==> src/rtl/bikelight_ctrl.sv <==
// Bicycle lamp controller. Short presses step the mode OFF->ON->BLINK->DIM->OFF.
// A long press or an idle timeout forces the lamp OFF.
module bikelight_ctrl #(
  parameter int LONG_T  = 16,
  parameter int TIMEOUT = 1024,
  parameter int BLINK_W = 4,
  parameter int PWM_W   = 2
) (
  input  logic             clk,
  input  logic             rst_n,
  input  logic             btn_rise,
  input  logic             btn_fall,
  input  logic [PWM_W-1:0] dim_duty,
  output logic             led,
  output logic [1:0]       mode,
  output logic             long_press
);

  localparam int HOLD_W = (LONG_T > 2) ? $clog2(LONG_T) : 1;
  localparam int IDLE_W = (TIMEOUT > 2) ? $clog2(TIMEOUT) : 1;
  localparam logic [HOLD_W-1:0] HOLD_MAX = HOLD_W'(LONG_T - 1);
  localparam logic [IDLE_W-1:0] IDLE_MAX = IDLE_W'(TIMEOUT - 1);

  typedef enum logic [1:0] {
    MODE_OFF   = 2'b00,
    MODE_ON    = 2'b01,
    MODE_BLINK = 2'b10,
    MODE_DIM   = 2'b11
  } mode_e;

  mode_e              mode_q;
  logic               pressed_q;
  logic               long_flag_q;
  logic               long_press_q;
  logic [HOLD_W-1:0]  hold_cnt_q;
  logic [IDLE_W-1:0]  idle_cnt_q;
  logic [BLINK_W-1:0] blink_cnt_q;
  logic [PWM_W-1:0]   pwm_cnt_q;
  logic [PWM_W-1:0]   duty_q;

  mode_e mode_adv_d;
  logic  long_trig;
  logic  timeout_hit;

  assign mode_adv_d  = mode_e'(mode_q + 2'd1);
  assign long_trig   = pressed_q & ~long_flag_q & (hold_cnt_q == HOLD_MAX);
  assign timeout_hit = ~pressed_q & (mode_q != MODE_OFF) & (idle_cnt_q == IDLE_MAX);

  always_ff @(posedge clk) begin
    if (!rst_n) begin
      mode_q       <= MODE_OFF;
      pressed_q    <= 1'b0;
      long_flag_q  <= 1'b0;
      long_press_q <= 1'b0;
      hold_cnt_q   <= '0;
      idle_cnt_q   <= '0;
      blink_cnt_q  <= '0;
      pwm_cnt_q    <= '0;
      duty_q       <= '0;
    end else begin
      long_press_q <= 1'b0;
      duty_q       <= dim_duty;
      pwm_cnt_q    <= pwm_cnt_q + PWM_W'(1);
      blink_cnt_q  <= blink_cnt_q + BLINK_W'(1);

      // Saturating so a press longer than TIMEOUT cannot wrap the idle count.
      if (mode_q == MODE_OFF || btn_rise)
        idle_cnt_q <= '0;
      else if (idle_cnt_q != IDLE_MAX)
        idle_cnt_q <= idle_cnt_q + IDLE_W'(1);

      if (pressed_q && hold_cnt_q != HOLD_MAX)
        hold_cnt_q <= hold_cnt_q + HOLD_W'(1);

      if (btn_rise) begin
        pressed_q   <= 1'b1;
        hold_cnt_q  <= '0;
        long_flag_q <= 1'b0;
      end else if (long_trig) begin
        mode_q       <= MODE_OFF;
        long_press_q <= 1'b1;
        long_flag_q  <= 1'b1;
        idle_cnt_q   <= '0;
        if (btn_fall)
          pressed_q <= 1'b0;
      end else if (pressed_q && btn_fall) begin
        pressed_q <= 1'b0;
        if (!long_flag_q) begin
          mode_q     <= mode_adv_d;
          idle_cnt_q <= '0;
          if (mode_adv_d == MODE_BLINK)
            blink_cnt_q <= '0;
        end
      end else if (timeout_hit) begin
        mode_q     <= MODE_OFF;
        idle_cnt_q <= '0;
      end
    end
  end

  // Duty is taken from its register so led depends on flops only.
  always_comb begin
    led = 1'b0;
    case (mode_q)
      MODE_OFF:   led = 1'b0;
      MODE_ON:    led = 1'b1;
      MODE_BLINK: led = blink_cnt_q[BLINK_W-1];
      MODE_DIM:   led = (pwm_cnt_q < duty_q);
      default:    led = 1'b0;
    endcase
  end

  assign mode       = mode_q;
  assign long_press = long_press_q;

endmodule

==> config.mk <==
export PLATFORM = sky130hd
export DESIGN_NAME = bikelight_ctrl
export DESIGN_NICKNAME = d
export VERILOG_FILES = /design/src/rtl/bikelight_ctrl.sv
export SDC_FILE = /design/constraint.sdc
export NUM_CORES = 1
export LEC_CHECK = 0
export CORE_AREA = 2 2 68 57
export DETAILED_ROUTE_END_ITERATION = 7
export DIE_AREA = 0 0 70 59
export RECOVER_POWER = 50
export SKIP_LAST_GASP = 1
export SLEW_MARGIN = 20
export SYNTH_ARGS = -nofsm -noshare
export SYNTH_HDL_FRONTEND = slang
export SYNTH_SLANG_ARGS = --single-unit
==> constraint.sdc <==
create_clock -name clk -period 2.05 [get_ports clk]
set_input_delay 0.615 -clock clk [delete_from_list [all_inputs] [get_ports clk]]
set_output_delay 0.615 -clock clk [all_outputs]
set_load 0.1 [all_outputs]
# ---- After elaboration in Yosys (flattened, before gate mapping)
# Index checks and enable logic that the tools add are counted.
dict set report word_totals {
  word_cells 65
  reg_bits 27
  in_bits 6
  output_inout_bits 4
}
dict set report op_classes {
  n_lt_le_gt_ge 1
  n_addsub 5
  n_mux 22
  bitwise_logic 8
  n_eq_ne 10
  reduce_logical 10
}
# operator n
set op_table {}
lappend op_table {{two-way mux 10 bit} 7}
lappend op_table {{two-way mux 4 bit} 5}
lappend op_table {{adder 10 x 1 -> 10 bit, second input constant} 1}
lappend op_table {{== test 10 bit, second input constant} 1}
lappend op_table {{!= test 10 bit, second input constant} 1}
lappend op_table {{adder 4 x 1 -> 4 bit, second input constant} 2}
lappend op_table {{two-way mux 2 bit} 4}
lappend op_table {{== test 2 bit, second input constant} 3}
lappend op_table {{!= test 3 bit, second input constant} 2}
lappend op_table {{nonzero test 3 bit} 2}
lappend op_table {{two-way mux 1 bit} 5}
lappend op_table {{adder 2 x 1 -> 2 bit, second input constant} 2}
lappend op_table {{AND 1 bit} 4}
lappend op_table {{== test 4 bit, second input constant} 1}
lappend op_table {{!= test 4 bit, second input constant} 1}
lappend op_table {{NOT 1 bit} 4}
lappend op_table {{one-hot mux 1 bit (4 select lines)} 1}
lappend op_table {{AND reduction 3 bit} 1}
lappend op_table {{== test 2 x 1 -> 1 bit, second input constant} 1}
lappend op_table {{logical AND 1 bit} 2}
lappend op_table {{logical NOT 2 bit} 1}
lappend op_table {{less-than comparator 2 bit} 1}
lappend op_table {{AND reduction 2 bit} 1}
lappend op_table {{nonzero test 2 bit} 1}
lappend op_table {{2 further kinds} 2}

# ---- Logic depth before layout (Yosys ltp)
# Gate-level depths: netlist of run 1.
dict set report depth {
  word_depth 7
  mapped_depth 6
  ltp_nobuf 5
}

# ---- Least setup slack after synthesis of run 1
# No wires, ideal clock.
dict set report synth_timing {
  path_type {flip-flop to output port}
  startpoint {register mode_q[1] (netlist: mode[1])}
  endpoint {output led}
  n_path_buf 0
  stages_incl_launch_ff 4
  required_ns 1.435
  path_slack_ns -1.446
  t_arrival_ns 2.881
  path_cell_list {dfxtp_1 -> ha_1 -> a32oi_1 -> a21oi_1}
}
dict set report synth_between {
  elab_chain_len 2
  elab_cells_between_ends 5
  classes_between {eq/ne: 3; mux: 1; reduce/logical: 1}
}
# item line_no
set synth_rtl {}
lappend synth_rtl {{start, declared} 31} ;# mode_e mode_q;
lappend synth_rtl {{start signal, assigned} 89} ;# mode_q <= mode_adv_d;
lappend synth_rtl {{== test 2 bit (tied with other cells)} 104} ;# case (mode_q)
lappend synth_rtl {{one-hot mux 1 bit (4 select lines) (*)} 104}
lappend synth_rtl {{end, declared} 14} ;# output logic led,
# Every way passes the cells marked *; elsewhere a longest branch is shown, timed or not.

# ---- Worst setup path in the final report of run 1
dict set report layout_timing {
  startpoint {register duty_q[1]}
  endpoint {output led}
}
dict set report layout_between {
  elab_chain_len 2
}
# item line_no
set layout_rtl {}
lappend layout_rtl {{start, declared} 39} ;# logic [PWM_W-1:0] duty_q;
lappend layout_rtl {{start signal, assigned} 62} ;# duty_q <= dim_duty;
lappend layout_rtl {{less-than comparator 2 bit} 108} ;# MODE_DIM: led = (pwm_cnt_q < duty_q);
lappend layout_rtl {{one-hot mux 1 bit (4 select lines)} 104}
# Every way passes these cells.

==> results.py, run 1 <==
metrics = {
    "cells_and_area": {
        "drive_gt1_share_pct": 19.1,
        "num_antenna_cells": 0,
        "final_cells": 199,
        "final_cell_area_sq_mm": 0.00161,
        "area_delta_synth_final_pct": 21.6,
        "num-nets-final": 172,
    },
    "synthesis": {
        "avgSynthCellArea_sq_um": 9.41,
        "synth_nets": 155,
        "synth_seq_area_share_pct": 40.8,
        "synth_edf_count": 0,
        "synth_top_area_share_pct": 40.8,
        "syn_area_sq_mm": 0.00133,
        "yosys.area.top_type": "dfxtp_1",
        "post_synth_num_cell_types": 41,
        "ys.flop_type": "dfxtp_1",
        "yosysWarnings": 0,
        "synthCells": 141,
        "ys_seq_elements": 27,
        "async_reset_ff_share_pct": 0,
        "synth.top_cells.by_count": "dfxtp_1 (27), nor2_1 (14), inv_1 (10), nand2_1 (10), ha_1 (8)",
        "synth.most_common_cell": "dfxtp_1",
        "synth_area_leaders": "dfxtp_1 (41%), ha_1 (7.5%), nor2_1 (4.0%), inv_1 (2.8%), nand2_1 (2.8%)",
    },
    "cts": {
        "clkLatencyLatePin_ns": 0.27,
        "clockBufferDepth": 2,
        "cts.clk_slew.worst_paths_ns": 0.09,
        "cts_max_level": 1,
        "cts_tree": "built",
        "cts_made_buffers": 3,
        "cts-root-buf": "clkbuf_8",
        "cts.sinks": 27,
    },
    "place": {
        "place_congestion": 0.812,
        "dpl_worst_slack_ns": -0.0460,
        "dp.cells": 192,
        "place_area_sq_mm": 0.00155,
        "io_buffers": 9,
        "dpl.hpwl_microns": 1910,
    },
    "timing": {
        "fmax_mhz": 488,
        "timing.final.ws_setup_ns": 0.000585,
        "hold_viol": 0,
        "skew_ns": 0.00143,
        "grt_setup_unrepaired": "yes",
        "min_period_over_period_pct": 100,
        "slew_viol_final": 0,
        "tightest_slew_ns": 0.537,
        "min_period_ns": 2.05,
        "maxSlewHeadroom_pct": 64.3,
        "setup_violations": 0,
    },
    "floorplan": {
        "rows": 19,
        "start_util_pct": 39.3,
        "core_area_sq_mm": 0.00338,
        "dieArea_sq_mm": 0.00413,
        "die_w_microns": 70,
        "ios": 10,
        "die_y_microns": 59,
    },
    "route": {
        "via_count": 1030,
        "wire_per_inst_microns": 12.8,
        "drtAntennaViolNets": 0,
        "first_pass_iters": 4,
        "drt_iter0_markers": 28,
        "vias_per_cell": 5.18,
        "post-route-drc-count": 0,
        "wirelength_microns": 2540,
    },
    "global_route": {
        "grtUsageTotal_pct": 14.5,
        "grt_pass1_wl_microns": 4750,
        "grt_pass1_vias": 1047,
        "grt_max_degree": 15,
        "overflow": 0,
        "antenna_found_initial": 0,
    },
    "outcome": {
        "status": "finished clean",
    },
    "pwr": {
        "power.share.switching_pct": 22.5,
        "pwr-share-comb_pct": 7.9,
        "p_clk_share_pct": 32.4,
        "total_power_mw": 0.921,
        "power_frac_seq_pct": 59.7,
        "p_int_mw": 0.713,
        "ir_drop_mv": 0.396,
        "p_leak_nw": 0.579,
        "power_density_mw_per_mm2": 571,
        "p_switching_mw": 0.208,
    },
    "setup_path": {
        "arrival_ns": 1.43,
        "end_kind": "output pin",
        "start_kind": "flip-flop",
        "cp_max_fo": 1,
        "worstPathRequired_ns": 1.43,
        "critPathKind": "reg -> out",
    },
    "job": {
        "cap_violations": 0,
    },
    "min_path": {
        "hold_path_class": "reg -> reg",
    },
}
cell families (layout without fill, tap and decap cells):
group,after synthesis,after routing,share of synthesized area (%)
buffers and inverters,15,31,5.00
xor gates and xnor gates,7,7,4.62
and+or+nand+nor,56,56,23.4
AOI/OAI and AO/OA,25,25,16.4
adders and majority gates,8,8,7.55
DFF,27,27,40.8
muxes,3,3,2.26
worst paths after layout:
kind | start | to | depth (start not counted) | slack [ns]
setup / recovery | duty_q[1] | led | 6 | 0.0006
hold / removal | blink_cnt_q[0] | blink_cnt_q[0] | 1 | 0.47
setup reg to reg | idle_cnt_q[0] | idle_cnt_q[2] | 5 | 0.30
hold reg to reg | blink_cnt_q[0] | blink_cnt_q[0] | 1 | 0.47
placed cells by master (no fill, tap or decap), types with 3 or more instances in the layout:
cell,synthesis,final
and3_1,4,4
dfxtp_1,27,23
buf_12,0,3
nand4_1,3,3
a21oi_1,5,4
nand2_1,10,10
clkbuf_8,0,3
and2_1,5,3
nor2_1,14,14
a211oi_1,3,3
clkbuf_1,2,3
xnor2_1,4,4
nand3_1,6,6
buf_4,0,6
clkdlybuf4s50_1,0,4
ha_1,8,6
nor3_1,3,3
xor2_1,3,3
mux2i_1,3,3
inv_1,10,9
final cells by class:
type / instances / area [sq um]
multi-input combinational: 99 / 759
timing repair buffer: 17 / 168
inverter: 10 / 37.5
fill: 322 / 1760
tap: 42 / 52.6
clock buffer: 4 / 45.0
sequential: 27 / 551
metal layers:
layer	GRT usage [%]	wire (microns)	share of wire, %
met1	17.7	1210	47
met2	25.6	1210	47
met3	4.08	95	3.7
met4	4.12	31	1.2
met5	0	0	0
critical path: stages (launching register included):
cell and delay (ns):
dfxtp_2 0.33, inv_2 0.04, ha_4 0.25, o21ai_2 0.05
a32oi_2 0.25, a21oi_4 0.09, buf_12 0.17
state kept, by name (all words and copies together), names as in the netlist:
signal       cells
blink_cnt_q      4
hold_cnt_q       4
mode             2
long_flag_q      1
long_press       1
pwm_cnt_q        2
idle_cnt_q      10
duty_q           2
pressed_q        1
power by group through the flow:
stage	sequential, mW	clock [mW]	combinational [mW]
detailed placement	0.561	0	0.0658
floorplan	0.556	0	0.0401
CTS	0.549	0.315	0.0712
global route	0.553	0.334	0.0802
finish	0.550	0.299	0.0723
global placement	0.559	0	0.0633
timing repair:
item                                    4_1_cts  5_1_grt
resized for setup                             3        4
pin swaps                                     2        3
endpoints found under the setup margin        1        1
buffers inserted                              1        2
hold buffers                                  0        0
through the flow:
step,utilization (%),setup TNS [ns],hold slack [ns]
finish,47.8,0,0.467
global route,47.8,-0.0663,0.500
CTS,47.7,-0.0653,0.477
detailed placement,45.9,-0.0511,0.454
global placement,45.9,0,0.428
floorplan,-,-0.00877,0.418
No activity file was read; power rests on OpenSTA's default activity.
==> run 2: changes to the inputs <==
Settings changed: PLACE_DENSITY from default to 0.61.
==> run 2 against run 1 <==
Against the previous run: setup slack better by 0.029 ns; non-clock buffer count is 2 higher; largest cell class unchanged; first-iteration DRC count grew 21%; design area up 1.6%; sequential cell count unchanged; sequential power is 0.9% lower; cell count is 1.0% higher; largest power group unchanged; highest routed layer unchanged; worst hold slack got worse by 0.016 ns.
==> results.py, run 2 (synthesis results as in run 1) <==
metrics = {
    "timing": {
        "fmax_mhz": 495,
        "slew_viol_final": 0,
        "tightest_slew_ns": 0.537,
        "grt_setup_unrepaired": "yes",
        "maxSlewHeadroom_pct": 64.3,
        "min_period_over_period_pct": 98.5,
        "tns_ns": 0,
        "skew_ns": 0.00262,
        "hold_viol": 0,
        "setup_violations": 0,
        "whs_ns": 0.451,
        "min_period_ns": 2.02,
    },
    "route": {
        "drt_iter0_markers": 34,
        "first_pass_iters": 4,
        "wire_per_inst_microns": 12.2,
        "wirelength_microns": 2460,
        "via_count": 1049,
        "vias_per_cell": 5.22,
        "post-route-drc-count": 0,
        "drtAntennaViolNets": 0,
    },
    "setup_path": {
        "end_kind": "output pin",
        "arrival_ns": 1.40,
        "crit_path_cell_trace": "inv_2 -> ha_4 -> o21ai_2 -> a32oi_2 -> a21oi_4 -> buf_12",
        "crit_family": "compound AO/OA/AOI/OAI gates",
        "cpMaxStageDelayCell": "dfxtp_2",
        "critPathKind": "reg -> out",
        "slowest_delay_ns": 0.33,
        "worstPathRequired_ns": 1.43,
        "critPathBufInv": 2,
        "cp.depth": 6,
        "cp_max_fo": 1,
        "ff2ff_path_depth": 5,
        "start_kind": "flip-flop",
    },
    "floorplan": {
        "dieArea_sq_mm": 0.00413,
        "die_y_microns": 59,
        "die_w_microns": 70,
        "core_area_sq_mm": 0.00338,
        "ios": 10,
        "start_util_pct": 39.3,
        "rows": 19,
    },
    "global_route": {
        "overflow": 0,
        "antenna_found_initial": 0,
        "grt_max_degree": 16,
        "grtUsageTotal_pct": 13.7,
        "grt_pass1_wl_microns": 4470,
        "grt_pass1_vias": 1050,
    },
    "cells_and_area": {
        "post-route-util_pct": 48.5,
        "layout_common_cells": "dfxtp_1 (23), nor2_1 (14), nand2_1 (10), inv_1 (9)",
        "final_cell_area_sq_mm": 0.00164,
        "drive_gt1_share_pct": 20.1,
        "top_regs": "idle_cnt_q (10), blink_cnt_q (4), hold_cnt_q (4)",
        "top_register": "idle_cnt_q",
        "final_cells": 201,
        "num_antenna_cells": 0,
        "area_delta_synth_final_pct": 23.5,
        "num-nets-final": 174,
        "largest_reg_flops": 10,
        "final_common_cell": "dfxtp_1",
    },
    "cts": {
        "cts.sinks": 27,
        "cts_hold_buf": 0,
        "cts.clk_slew.worst_paths_ns": 0.09,
        "clkLatencyLatePin_ns": 0.27,
        "clockBufferDepth": 2,
        "cts_tree": "built",
        "cts-root-buf": "clkbuf_8",
        "cts_made_buffers": 3,
        "cts_max_level": 1,
    },
    "pwr": {
        "power_density_mw_per_mm2": 561,
        "ir_drop_mv": 0.445,
        "p_leak_nw": 0.594,
    },
    "place": {
        "place_area_sq_mm": 0.00156,
        "place_congestion": 0.849,
        "dpl.hpwl_microns": 1850,
        "dp.cells": 193,
        "io_buffers": 9,
    },
    "min_path": {
        "whs_path_depth": 1,
        "hold_path_class": "reg -> reg",
    },
    "outcome": {
        "status": "finished clean",
    },
    "job": {
        "cap_violations": 0,
    },
}
-- run 2: repair_timing --
action | in CTS | in global routing
setup buffers | 3 | 1
resized for setup | 7 | 0
hold endpoints to repair | 0 | 0
pin swaps | 2 | 1
setup endpoints to repair | 1 | 1
-- run 2: where the power goes --
part	leakage (nW)	internal, mW	switching (mW)
logic	0.346	0.0399	0.0373
registers	0.222	0.536	0.00919
clock network	0.0255	0.136	0.160
total	0.594	0.712	0.207
-- run 2: stage by stage --
stage / setup WS (ns) / power [mW]
after floorplan: -0.00877 / 0.596
after global placement: 0.0157 / 0.625
after CTS: 0.00169 / 0.940
final: 0.0300 / 0.918
after global routing: -0.0435 / 0.972
after detailed placement: -0.0327 / 0.627
-- run 2: final timing paths --
check                 startpoint        endpoint  slack (ns)
setup / recovery       duty_q[1]             led        0.03
hold / removal    blink_cnt_q[0]  blink_cnt_q[0]        0.45
setup reg to reg   idle_cnt_q[0]   idle_cnt_q[9]        0.25
hold reg to reg   blink_cnt_q[0]  blink_cnt_q[0]        0.45
-- run 2: final cells by class --
cell class,instances,area [sq um]
fill,328,1740
multi-input combinational,99,759
sequential,27,551
timing repair buffer,19,191
tap,42,52.6
clock buffer,3,41.3
inverter,10,37.5
clock inverter,1,5.00
-- run 2: layer usage --
layer  routed length [microns]  global-route usage, %  up-vias  share of wire [%]
met5                         0                      0        -                  0
met3                        83                   4.42        2                3.4
met1                      1230                   17.2      493                 50
met2                      1130                   22.7       11                 46
li1                          -                      -      543                  -
met4                        16                   4.12        0               0.65
==> run 3: changes to the inputs <==
Settings changed: CAP_MARGIN from default to 5.
==> results of run 3 <==
Final layout, timing and power as in run 2 (identical DEF).
==> RTL edit, RTL diff (settings of run 1) <==
Set the parameter `TIMEOUT` to 256 (it was 1024).
--- a/src/rtl/bikelight_ctrl.sv
+++ b/src/rtl/bikelight_ctrl.sv
@@ -2,7 +2,7 @@
 // A long press or an idle timeout forces the lamp OFF.
 module bikelight_ctrl #(
   parameter int LONG_T  = 16,
-  parameter int TIMEOUT = 1024,
+  parameter int TIMEOUT = 256,
   parameter int BLINK_W = 4,
   parameter int PWM_W   = 2
 ) (
Behaviour: same outputs for any inputs over 10 cycles, from zero or initial values and one cycle with rst_n low; that may be too few to reach the edited logic, so the function may still have changed.
==> RTL edit against run 1 <==
Hold slack worse by 0.019 ns. First-iteration DRC count rose by 140%. Synthesized cell count down 14%. Synthesized area is 13% lower. Non-clock buffer count fell by 4. Sequential share of layout area is 1.8 points higher. Power shrank 3.9%. Routed wire length decreased by 22%. Clock skew is 0.0056 ns higher. Count of clock-buffer cells in the layout unchanged. Worst setup slack gained 0.016 ns. Sequential cell count is 2 lower. Cell area shrank 12%.
==> RTL edit: results (changes against run 1) <==
Status
  – Status: completed

Placement
  – I/O Buffers: 9 (unchanged)
  – Post-place setup slack: 0.05788 ns (+0.1039 ns)
  – Post-Place Cells: 172 (-10%)
  – Post-DP Area: 1379 um2 (-11%)
  – Post-DP HPWL: 1.492 mm (-22%)
  – Routability cong.: 0.7527 (-7.3%)

Power and ir drop
  – P_clk: 0.286 mW (-4%)
  – Clk pwr share: 0.323 (about the same)
  – P_int: 0.6766 mW (-5.1%)
  – Pleak: 0.5189 nW (-10%)
  – Power Combinational: 0.0855 mW (+18%)
  – Peak supply drop: 0.4088 mV (+3.1%)

Yosys
  – Compound-Gate Fraction of Synth Area: 0.1433 (-0.02083)
  – Post-Synth XOR/XNOR Area: 0.03800 (-0.008224)
  – Seq/Total Area, Yosys: 0.4343 (+0.02676)
  – Most common library cells after synthesis: dfxtp_1, nor2_1, inv_1
  – Count of cell types in the netlist: 35 (-15%)
  – Cell count after synthesis: 121 (-14%)
  – Main area contributors after synthesis: dfxtp_1, ha_1, nor2_1
  – Async S/R FF share, synth: 0 (unchanged)
  – Adder-cell share of the synthesized area: 0.08686 (+0.01139)
  – Number of flops mapped to enable cells by yosys: 0 (unchanged)
  – Mapped Nets: 135 (-13%)
  – Multiplexer area fraction after synthesis: 0.008686 (-0.01396)

Worst setup path
  – Slowest cell on crit path: dfxtp_1
  – CP max FO: 1 (unchanged)
  – Crit end category: primary output

Clock network
  – Clock Latency Late Sink: 0.27 ns (about the same)
  – Max Root-Sink Buffers: 2 (unchanged)
  – Clock root buffer: clkbuf_8
  – CTS resizes: 5 (+2)
  – Setup Fix Bufs, Post-CTS: 2 (+1)

Global routing
  – Largest net degree at the start of global routing: 14 (-1)
  – First-pass GRT wire length: 3.450 mm (-27%)
  – Initial antenna violation count: 0 (unchanged)
  – Tot GR Track Use: 0.1081 (-0.03731)
  – Vias in the first global route: 776 (-26%)

Floorplan
  – Initial core utilization: 0.3414 (-0.05152)

Timing
  – Worst-Margin Slew: 0.5409 ns (+0.003816 ns)
  – Setup Skew: 0.006988 ns (+0.005556 ns)

Finish
  – Final std cells w/o fill: 178 (-11%)
  – Layout cells sized above 1: 0.1912 (about the same)
  – Fin nets: 151 (-12%)
  – Biggest regs: idle_cnt_q: 8 flops, blink_cnt_q: 4 flops, hold_cnt_q: 4 flops
  – Fillers: 330 (+2.5%)
  – Antenna cell count: 0 (unchanged)

Drt
  – Detailed Routing Iterations Pass 1: 4 (unchanged)
  – # DRC: 0 (unchanged)
  – Wire length per cell: 11.11 um (-13%)
  – Initial DRC count: 68 (+140%)
  – Vias: 849 (-18%)
RTL edit: cell count changes after synthesis, sizes merged, moves of 2 or more:
cell,run 1,this run
dfxtp,27,25
nor3b,0,3
and4b,2,0
nand2,10,3
a311oi,2,0
xnor2,4,2
o21ai,1,4
clkbuf,3,0
a211oi,4,2
o211ai,2,0
mux2i,3,1
RTL edit: per-layer routing:
metal,wire [um],vias to the layer above,track usage
li1,-,457,-
met1,1010,384,0.1326
met2,888,6,0.1755
met3,62,2,0.04252
met4,16,0,0.03846
met5,0,-,0
RTL edit: final cells by class:
| type | count | area (um2) | area share |
|---|---|---|---|
| Timing Repair Buffer | 13 | 122.6 | 0.08642 |
| Multi-Input combinational cell | 85 | 655.6 | 0.4621 |
| Sequential cell | 25 | 509.2 | 0.3589 |
| Inverter | 9 | 33.78 | 0.02381 |
| Clock buffer | 4 | 45.04 | 0.03175 |
| Tap cell | 42 | 52.55 | 0.03704 |
RTL edit: logic make-up (layout without fill, tap and decap cells):
family                     after synthesis  in the layout
AOI/OAI and AO/OA                       21             21
buffers and inverters                   11             26
adders and majority gates                8              8
xor gates and xnor gates                 5              5
muxes                                    1              1
and+or+nand+nor                         50             50
DFF                                     25             25
RTL edit: worst paths after layout:
check,to,startpoint,depth (start not counted),slack (ns)
worst max-delay path,led,duty_q[1],6,0.02
worst min-delay path,blink_cnt_q[0],blink_cnt_q[0],1,0.45
worst max register to register,blink_cnt_q[3],hold_cnt_q[0],5,0.41
worst min register to register,blink_cnt_q[0],blink_cnt_q[0],1,0.45
RTL edit: metrics by stage:
stage          utilization  setup TNS [ns]
6_report            0.4203               0
5_1_grt             0.4203        -0.06044
4_1_cts             0.4314               0
3_5_place_dp        0.4085               0
3_3_place_gp        0.4085               0
2_1_floorplan            -       -0.004891
